## config.mk

```make
export PLATFORM = sky130hd
export DESIGN_NAME = stdp_exp_sequencer
export DESIGN_NICKNAME = d
export VERILOG_FILES = /design/src/rtl/stdp_pkg.sv /design/src/rtl/stdp_exp_sequencer_age.sv /design/src/rtl/stdp_exp_sequencer.sv
export SDC_FILE = /design/constraint.sdc
export NUM_CORES = 1
export LEC_CHECK = 0
export CAP_MARGIN = 20
export CELL_PAD_IN_SITES_DETAIL_PLACEMENT = 2
export CELL_PAD_IN_SITES_GLOBAL_PLACEMENT = 2
export CORE_ASPECT_RATIO = 1.2
export CORE_MARGIN = 5
export CORE_UTILIZATION = 38
export DETAILED_ROUTE_END_ITERATION = 8
export PLACE_DENSITY_LB_ADDON = 0.1
export SYNTH_ARGS = -nofsm -noshare
export SYNTH_HDL_FRONTEND = slang
export SYNTH_SLANG_ARGS = --single-unit
export TNS_END_PERCENT = 20
```

## constraint.sdc

```tcl
create_clock -name clk -period 13 [get_ports clk]
set_input_delay 2.6 -clock clk [delete_from_list [all_inputs] [get_ports clk]]
set_output_delay 2.6 -clock clk [all_outputs]
set_load 0.05 [all_outputs]
```

## src/rtl/stdp_pkg.sv

```systemverilog
// Shared types and Q1.7 constants for the STDP exponential sequencer.
package stdp_pkg;

    typedef enum logic [2:0] {
        S_IDLE,
        S_ISSUE,
        S_ARM,
        S_WAIT,
        S_APPLY
    } state_t;

    typedef enum logic {
        DIR_LTP,
        DIR_LTD
    } dir_t;

    localparam logic signed [9:0] ONE   = 10'sd128;
    localparam logic signed [8:0] X_MIN = 9'sh100;

    // Negated magnitude as a Q1.7 argument; anything at or beyond 2.0 floors at -2.0.
    function automatic logic signed [8:0] neg_sat_x(input logic [31:0] mag);
        logic [8:0] m;
        m = mag[8:0];
        if (mag >= 32'd256) begin
            return X_MIN;
        end
        return signed'(9'(~m + 9'd1));
    endfunction

endpackage

```

## src/rtl/stdp_exp_sequencer_age.sv

```systemverilog
// Saturating spike-age counter; the all-ones value marks the age as stale.
module spike_age_counter #(
    parameter int AGE_W = 8
) (
    input  logic             clk,
    input  logic             rst,
    input  logic             tick,
    input  logic             clear,
    output logic [AGE_W-1:0] age,
    output logic             stale
);

    assign stale = &age;

    always_ff @(posedge clk) begin
        if (rst) begin
            age <= '1;
        end else if (clear) begin
            age <= '0;
        end else if (tick && !stale) begin
            age <= age + AGE_W'(1);
        end
    end

endmodule

```

## src/rtl/stdp_exp_sequencer.sv

```systemverilog
// STDP controller for one synapse around the 9-bit exponential CORDIC unit.
// Optional WAIT timeout guarded by STDP_EXP_TIMEOUT_EN.
module stdp_exp_sequencer
    import stdp_pkg::*;
#(
    parameter int AGE_W    = 8,
    parameter int DT_SHIFT = 3,
    parameter int W_W      = 8,
    parameter int W_MAX    = 255,
    parameter int A_PLUS   = 16,
    parameter int A_MINUS  = 12,
    parameter int TIMEOUT  = 15
) (
    input  logic                clk,
    input  logic                rst,
    input  logic                tick,
    input  logic                pre_spike,
    input  logic                post_spike,
    input  logic                weight_load,
    input  logic [W_W-1:0]      weight_in,
    output logic [W_W-1:0]      weight_out,
    output logic                update_valid,
    output logic                busy,
    output logic                exp_init,
    output logic signed [8:0]   exp_x,
    input  logic signed [9:0]   exp_value,
`ifdef STDP_EXP_TIMEOUT_EN
    output logic                exp_timeout,
`endif
    input  logic                exp_done
);

    localparam logic [31:0] AMP_P = A_PLUS;
    localparam logic [31:0] AMP_M = A_MINUS;
    localparam logic [31:0] WMAX  = W_MAX;

    logic [AGE_W-1:0] pre_age, post_age;
    logic             pre_stale, post_stale;

    spike_age_counter #(.AGE_W(AGE_W)) u_pre_age (
        .clk   (clk),
        .rst   (rst),
        .tick  (tick),
        .clear (pre_spike),
        .age   (pre_age),
        .stale (pre_stale)
    );

    spike_age_counter #(.AGE_W(AGE_W)) u_post_age (
        .clk   (clk),
        .rst   (rst),
        .tick  (tick),
        .clear (post_spike),
        .age   (post_age),
        .stale (post_stale)
    );

    state_t           state;
    dir_t             dir;
    logic             ltp_pend, ltd_pend;
    logic [AGE_W-1:0] ltp_dt, ltd_dt;
    logic [8:0]       exp_cap;
    logic             ltp_event, ltd_event;
    logic [31:0]      delta, sum;
    logic [W_W-1:0]   w_next;

`ifdef STDP_EXP_TIMEOUT_EN
    localparam int CNT_W = $clog2(TIMEOUT + 1);
    logic [CNT_W-1:0] wait_cnt;
`endif

    assign ltp_event = post_spike && !pre_spike && !pre_stale;
    assign ltd_event = pre_spike && !post_spike && !post_stale;

    // Scaled exp result and the saturated weight it would produce.
    always_comb begin
        delta  = (((dir == DIR_LTP) ? AMP_P : AMP_M) * {23'd0, exp_cap}) >> 7;
        sum    = 32'(weight_out) + delta;
        w_next = weight_out;
        if (dir == DIR_LTP) begin
            w_next = (sum > WMAX) ? W_W'(WMAX) : sum[W_W-1:0];
        end else begin
            w_next = (delta >= 32'(weight_out)) ? '0 : weight_out - delta[W_W-1:0];
        end
    end

    always_ff @(posedge clk) begin
        if (rst) begin
            state        <= S_IDLE;
            dir          <= DIR_LTP;
            ltp_pend     <= 1'b0;
            ltd_pend     <= 1'b0;
            ltp_dt       <= '0;
            ltd_dt       <= '0;
            exp_cap      <= '0;
            weight_out   <= '0;
            update_valid <= 1'b0;
            busy         <= 1'b0;
            exp_init     <= 1'b0;
            exp_x        <= '0;
`ifdef STDP_EXP_TIMEOUT_EN
            wait_cnt     <= '0;
            exp_timeout  <= 1'b0;
`endif
        end else begin
            update_valid <= 1'b0;
            exp_init     <= 1'b0;
            if (weight_load) begin
                weight_out <= weight_in;
            end
            case (state)
                S_IDLE: begin
                    if (ltp_pend) begin
                        dir      <= DIR_LTP;
                        exp_x    <= neg_sat_x(32'(ltp_dt) << DT_SHIFT);
                        ltp_pend <= 1'b0;
                        exp_init <= 1'b1;
                        busy     <= 1'b1;
                        state    <= S_ISSUE;
                    end else if (ltd_pend) begin
                        dir      <= DIR_LTD;
                        exp_x    <= neg_sat_x(32'(ltd_dt) << DT_SHIFT);
                        ltd_pend <= 1'b0;
                        exp_init <= 1'b1;
                        busy     <= 1'b1;
                        state    <= S_ISSUE;
                    end
                end
                S_ISSUE: state <= S_ARM;
                S_ARM: begin
`ifdef STDP_EXP_TIMEOUT_EN
                    wait_cnt <= '0;
`endif
                    state <= S_WAIT;
                end
                S_WAIT: begin
                    if (exp_done) begin
                        exp_cap <= exp_value[9] ? 9'd0 : exp_value[8:0];
                        state   <= S_APPLY;
                    end
`ifdef STDP_EXP_TIMEOUT_EN
                    else if (wait_cnt == CNT_W'(TIMEOUT - 1)) begin
                        exp_timeout <= 1'b1;
                        busy        <= 1'b0;
                        state       <= S_IDLE;
                    end else begin
                        wait_cnt <= wait_cnt + CNT_W'(1);
                    end
`endif
                end
                S_APPLY: begin
                    if (!weight_load) begin
                        weight_out   <= w_next;
                        update_valid <= 1'b1;
                    end
                    busy  <= 1'b0;
                    state <= S_IDLE;
                end
                default: begin
                    busy  <= 1'b0;
                    state <= S_IDLE;
                end
            endcase
            // A fresh event must survive the same-cycle clear of its pending flag.
            if (ltp_event) begin
                ltp_pend <= 1'b1;
                ltp_dt   <= pre_age;
            end
            if (ltd_event) begin
                ltd_pend <= 1'b1;
                ltd_dt   <= post_age;
            end
        end
    end

endmodule

```

Yosys cells after proc, flatten, opt, wreduce, memory -nomap -nowiden
Index checks and enable logic that the tools add are counted.
Word-level totals
  register bits: 67
  input port bits: 25
  output and inout port bits: 20
  word-level logic and storage cells: 106
Cells by class
  add/subtract/negate cells: 6
  multipliers: 1
  order comparisons: 4
  eq/ne operators: 7
  muxes and demuxes: 43
  bitwise operators: 5
  reductions and logical operators: 26
Operators with widths (number)
  $mux W8: 10
  $mux W9: 7
  $ge A11 B9 Y1 const B: 2
  $mux W1: 20
  $add A9 B1 Y9 const B: 2
  $not A9 Y9: 2
  $add A8 B1 Y8 const B: 2
  $reduce_and A8 Y1: 2
  $mul A5 B9 Y14: 1
  $pmux W3 S4: 1
  $reduce_and A2 Y1: 5
  $reduce_bool A2 Y1: 5
  $add A8 B7 Y9: 1
  $gt A9 B8 Y1 const B: 1
  $mux W3: 3
  $ge A7 B8 Y1: 1
  $sub A8 B7 Y8: 1
  $eq A3 B2 Y1 const B: 2
  $logic_and A1 B1 Y1: 6
  $mux W5: 1
  $logic_not A1 Y1: 4
  $reduce_or A2 Y1: 2
  $eq A3 B1 Y1 const B: 1
  $eq A3 B3 Y1 const B: 1
  other kinds (7): 9

Logic depth before layout (Yosys ltp)
  word-level depth: 9
  gate-level depth with buffers: 22
  depth with buffers taken out: 18

Cells and area by module
A second synthesis with hierarchy kept.
Unflattened totals
  cell total of the unflattened synthesis: 539
  area total of the unflattened synthesis: 4588.2 µm²
Modules (own cells, without submodules)
  stdp_exp_sequencer: instances 1, cells an instance 435, area an instance 3637.2 µm², sequential area each 960.9 µm²
  spike_age_counter: instances 2, cells an instance 52, area an instance 475.5 µm², sequential area each 160.2 µm²

Worst setup path before layout
Ideal clock, no wire load.
  path type: reg2reg
  from: reg dir
  to: reg weight_out[4]
  setup time: 0.120 ns
  arrival time: 4.673 ns
  required time: 12.880 ns
  slack: 8.207 ns
  stages on the path, launching flop included: 19
  buffers on the path: 2
  clock period less this slack: 4.793 ns
  cells stage by stage: dfxtp_1 -> clkbuf_8 -> buf_6 -> mux2_2 -> ha_1 -> ha_1 -> ha_1 -> ha_1 -> a21oi_1 -> o21ai_0 -> a211o_1 -> a2111oi_0 -> nor3_1 -> ha_1 -> or3_1 -> a221o_1 -> o221a_4 -> a21boi_1 -> o31a_1
On the way
  cells in the longest elaborated chain, start to end: 8
  elaborated cells on any way between the ends: 11
  those cells by class: 2 x add/sub; 1 x mul; 2 x order compare; 6 x mux
Ends and longest elaborated chain
  start: declaration: RTL line stdp_exp_sequencer.sv:59  | dir_t dir;
  start signal: assignment: RTL line stdp_exp_sequencer.sv:90  | dir <= DIR_LTP;
  start signal: assignment: RTL line stdp_exp_sequencer.sv:114  | dir <= DIR_LTP;
  start signal: assignment: RTL line stdp_exp_sequencer.sv:121  | dir <= DIR_LTD;
  $mux W5: RTL line stdp_exp_sequencer.sv:77  | delta = (((dir == DIR_LTP) ? AMP_P : AMP_M) * {23'd0, exp_cap}) >> 7;
  $mul A5 B9 Y14: RTL line stdp_exp_sequencer.sv:77
  $add A8 B7 Y9: RTL line stdp_exp_sequencer.sv:78  | sum = 32'(weight_out) + delta;
  $gt A9 B8 Y1: RTL line stdp_exp_sequencer.sv:81  | w_next = (sum > WMAX) ? W_W'(WMAX) : sum[W_W-1:0];
  $mux W8: RTL line stdp_exp_sequencer.sv:81
  $mux W8 *: RTL line stdp_exp_sequencer.sv:80  | if (dir == DIR_LTP) begin
  $mux W8 *: RTL line stdp_exp_sequencer.sv:152  | if (!weight_load) begin
  $mux W8 *: RTL line stdp_exp_sequencer.sv:111  | case (state)
  end signal: assignment: RTL line stdp_exp_sequencer.sv:109  | weight_out <= weight_in;
  end signal: assignment: RTL line stdp_exp_sequencer.sv:153  | weight_out <= w_next;
  end: declaration: RTL line stdp_exp_sequencer.sv:21  | output logic [W_W-1:0] weight_out,
Mark *: on every way between the ends. The rest lies on a longest branch, timed or not.
A chain may end at the register's enable or synchronous reset.

Final worst setup path
Same ends and word-level chain as after synthesis.

==> results.json <==
{
  "outcome": "completed",
  "routed_wl_um": 12810,
  "clkPwrFrac": 0.432,
  "cellLeakagePower_nw": 2.245,
  "clockRootBuffer": "clkbuf_16",
  "max_clock_freq_mhz": 172.8,
  "syn_area_mm2": 0.004382,
  "tns_ns": 0,
  "port_buffers": 41,
  "min_path_cells": 2,
  "placedCellCount": 660,
  "yosys.area.top_type": "dfxtp_1",
  "grt_max_degree": 59,
  "ys_types": 64,
  "r2r_cells": 16,
  "fin_util": 0.4514,
  "synthTopCellsByArea": "dfxtp_1 (29%), ha_1 (13%), mux2i_1 (5.3%), nor2_1 (4.2%), xnor2_1 (3.8%)",
  "numCtsBuffers": 9,
  "nets": 587,
  "antenna_found_initial": 0,
  "cts_tree": "yes",
  "synth.most_common_cell": "dfxtp_1",
  "numClockSinks": 64,
  "first_pass_iters": 4,
  "post-cts-setup-buffers": 0,
  "die_area_mm2": 0.01379,
  "timing.critical_path.slowest_cell_delay_ns": 1.00,
  "worst-setup-path-type": "flop to flop",
  "place.gp.congestion": 0.8371,
  "layout.cells.non_filler": 676,
  "fin_crit_ns": 5.787,
  "multi_input_area_mm2": 0.002825,
  "post_drt_via_cell_ratio": 5.479,
  "grt_pass1_vias": 4202,
  "cp-start-kind": "flop",
  "nFillCells": 1286,
  "vias": 3704,
  "finalHoldViolations": 0,
  "path_common_cell": "ha_1",
  "fp.dieW_um": 108.0,
  "hold_class": "flop to flop",
  "die_h_um": 127.6,
  "r2r-start": "dir$_SDFFE_PP0P_",
  "synth_common_cells": "dfxtp_1 (64), nor2_1 (49), ha_1 (45), mux2i_1 (23), inv_1 (22)",
  "hold_end": "exp_x[4]$_SDFFE_PP0P_",
  "power.density_mw_per_mm2": 118.6,
  "drive_above_1_share": 0.08092,
  "syn_to_final_growth_pct": 17.50,
  "dp_hpwl_um": 9647,
  "rrSetupSlack_ns": 7.21,
  "p_int_w": 0.0004289,
  "num_antenna_cells": 0,
  "switching_share": 0.2979,
  "dpl_cell_area_mm2": 0.004828,
  "avgSynthCellArea_um2": 8.997,
  "synth-edff-count": 0,
  "worstMarginPinSlew_ns": 1.031,
  "finalCritPeriodShare": 0.4451,
  "htreeDepth": 3,
  "drv_slew": 0,
  "design_area_mm2": 0.005149,
  "yosysWarnings": 0,
  "wl_per_cell_um": 18.95,
  "clk_pin_slew_ns": 0.06,
  "path_delay_family": "compound AO/OA/AOI/OAI gates",
  "post_cts_resized": 0,
  "finalSetupViolCount": 0,
  "seqPwrFrac": 0.373,
  "hold_buffers": 0,
  "clock_latency_ns": 0.33,
  "peakVddDrop_v": 0.00007595,
  "track_usage": 0.1948,
  "drtAntennaViolNets": 0,
  "cts_buffer_depth": 2,
  "layout.area.seq_mm2": 0.001281,
  "cp.required_ns": 13.22,
  "cp-end-kind": "flop",
  "path_buf_inv": 0,
  "critical_path_peak_fanout": 26,
  "coreArea_mm2": 0.01141,
  "floorplan.initialDensity": 0.3842,
  "max-cap-violations": 0,
  "row_count": 43,
  "fin_hold_ws_ns": 0.5014,
  "rsz0062_at_grt": "false",
  "maxSlewHeadroom": 0.3115,
  "power_frac_comb": 0.194,
  "drtIter0Drc": 106,
  "hold_path_startpoint": "exp_x[4]$_SDFFE_PP0P_",
  "async_reset_ff_frac": 0,
  "io_pins": 45,
  "synth-seq-area-share": 0.2924,
  "postSynthCellCount": 487,
  "yosys_register_bits": 64,
  "path_cells": "mux2_2 > ha_1 > ha_1 > ha_1 > ha_1 > a21oi_1 > o21ai_0 > a211o_1 > a2111oi_0 > nor3_1 > ha_1 > or3_1 > a221o_1 > o221a_4 > a21boi_1 > o31a_1",
  "slowest_stage": "dfxtp_1",
  "synth_top_area_share": 0.2924,
  "cp.arrival_ns": 6.00,
  "worstReg2RegEnd": "weight_out[4]$_SDFF_PP0_",
  "grt_pass1_wl_um": 21300,
  "clock_skew_ns": 0.004550,
  "gr-total-overflow": 0,
  "synthFlopType": "dfxtp_1",
  "remaining_drc_errors": 0,
  "switching_power_w": 0.0001820
}
state kept, by name, summed over array words and instances, names as in the netlist:
name / cells
ltd_pend: 1
weight_out: 8
dir: 1
u_post_age.age: 8
busy: 1
ltd_dt: 8
update_valid: 1
ltp_dt: 8
exp_x: 6
state: 3
ltp_pend: 1
exp_init: 1
u_pre_age.age: 8
exp_cap: 9
power groups by stage:
stage,Combinational (W),Clock (W),Sequential [W]
final,0.000119,0.000264,0.000228
after global routing,0.000129,0.000283,0.000231
after CTS,0.000120,0.000272,0.000228
after detailed placement,0.000119,0,0.000232
after global placement,0.000114,0,0.000231
after floorplan,0.0000735,0,0.000240
worst max-delay path by stage:
| stage | start | end | cells past startpoint |
|---|---|---|---|
| 6_report | dir$_SDFFE_PP0P_ | weight_out[4]$_SDFF_PP0_ | 16 |
| 5_1_grt | dir$_SDFFE_PP0P_ | weight_out[2]$_SDFF_PP0_ | 16 |
| 4_1_cts | dir$_SDFFE_PP0P_ | weight_out[4]$_SDFF_PP0_ | 16 |
| 3_5_place_dp | dir$_SDFFE_PP0P_ | weight_out[4]$_SDFF_PP0_ | 16 |
| 3_3_place_gp | dir$_SDFFE_PP0P_ | weight_out[4]$_SDFF_PP0_ | 16 |
| 2_1_floorplan | dir$_SDFFE_PP0P_ | weight_out[4]$_SDFF_PP0_ | 18 |
layout make-up:
| type | count | share of cell area |
|---|---|---|
| multi-input combinational | 371 | 0.5487 |
| clock buffer | 9 | 0.04374 |
| timing repair buffer | 46 | 0.08603 |
| inverter | 22 | 0.01604 |
| sequential | 64 | 0.2488 |
| tap | 157 | 0.03815 |
| clock inverter | 7 | 0.01847 |
kinds of logic after synthesis:
kind of cell	Yosys count	share of synthesized area
and+or+nand+nor	136	0.1582
AOI/OAI and AO/OA	123	0.2082
DFF	64	0.2924
buffers and inverters	54	0.06453
adders and majority gates	48	0.1422
muxes	32	0.07567
xor gates and xnor gates	29	0.05797
other	1	0.0008558
metrics by stage:
step	worst slack, ns	power (W)
final	7.213	0.0006108
after global routing	6.826	0.0006432
after detailed placement	7.201	0.0003512
after floorplan	8.207	0.0003138
after global placement	7.549	0.0003453
after CTS	7.172	0.0006202
layer usage:
layer	up-vias	part of all wire	track usage	wire [um]
met1	1850	0.41	0.2176	5222
met2	38	0.56	0.3737	7187
li1	1806	-	-	-
met4	0	0.010	0.05944	129
met3	10	0.021	0.02880	269
met5	-	0	0	0
tightest hold or removal path: stages (launching register included):
cell and delay [ns]:
dfxtp_1 0.31, nor2_1 0.10, a211oi_1 0.05
layout by cell type (no fill, tap or decap), types with 3 or more instances in the layout:
| cell | n |
|---|---|
| conb_1 | 3 |
| a31oi_1 | 4 |
| and2_1 | 8 |
| nor2b_1 | 6 |
| a211oi_1 | 10 |
| xor2_1 | 10 |
| dfxtp_1 | 64 |
| or3_1 | 3 |
| nand2_1 | 19 |
| xnor2_1 | 19 |
| buf_4 | 5 |
| a22o_1 | 9 |
| clkdlybuf4s50_1 | 40 |
| nor4_1 | 6 |
| nand3_1 | 6 |
| o21bai_1 | 20 |
| a22oi_1 | 5 |
| mux2i_1 | 23 |
| o31a_1 | 5 |
| nand4_1 | 6 |
| inv_1 | 22 |
| a2111oi_0 | 3 |
| clkbuf_16 | 9 |
| nor4b_1 | 3 |
| nand2b_1 | 3 |
| nor2_1 | 49 |
| a21oi_1 | 18 |
| fa_1 | 3 |
| mux2_2 | 9 |
| a21o_1 | 6 |
| nor3_1 | 13 |
| ha_1 | 45 |
| o211a_1 | 3 |
| o21ai_0 | 13 |
| o21a_1 | 5 |
Note: power is estimated with default switching activity, not from simulation.
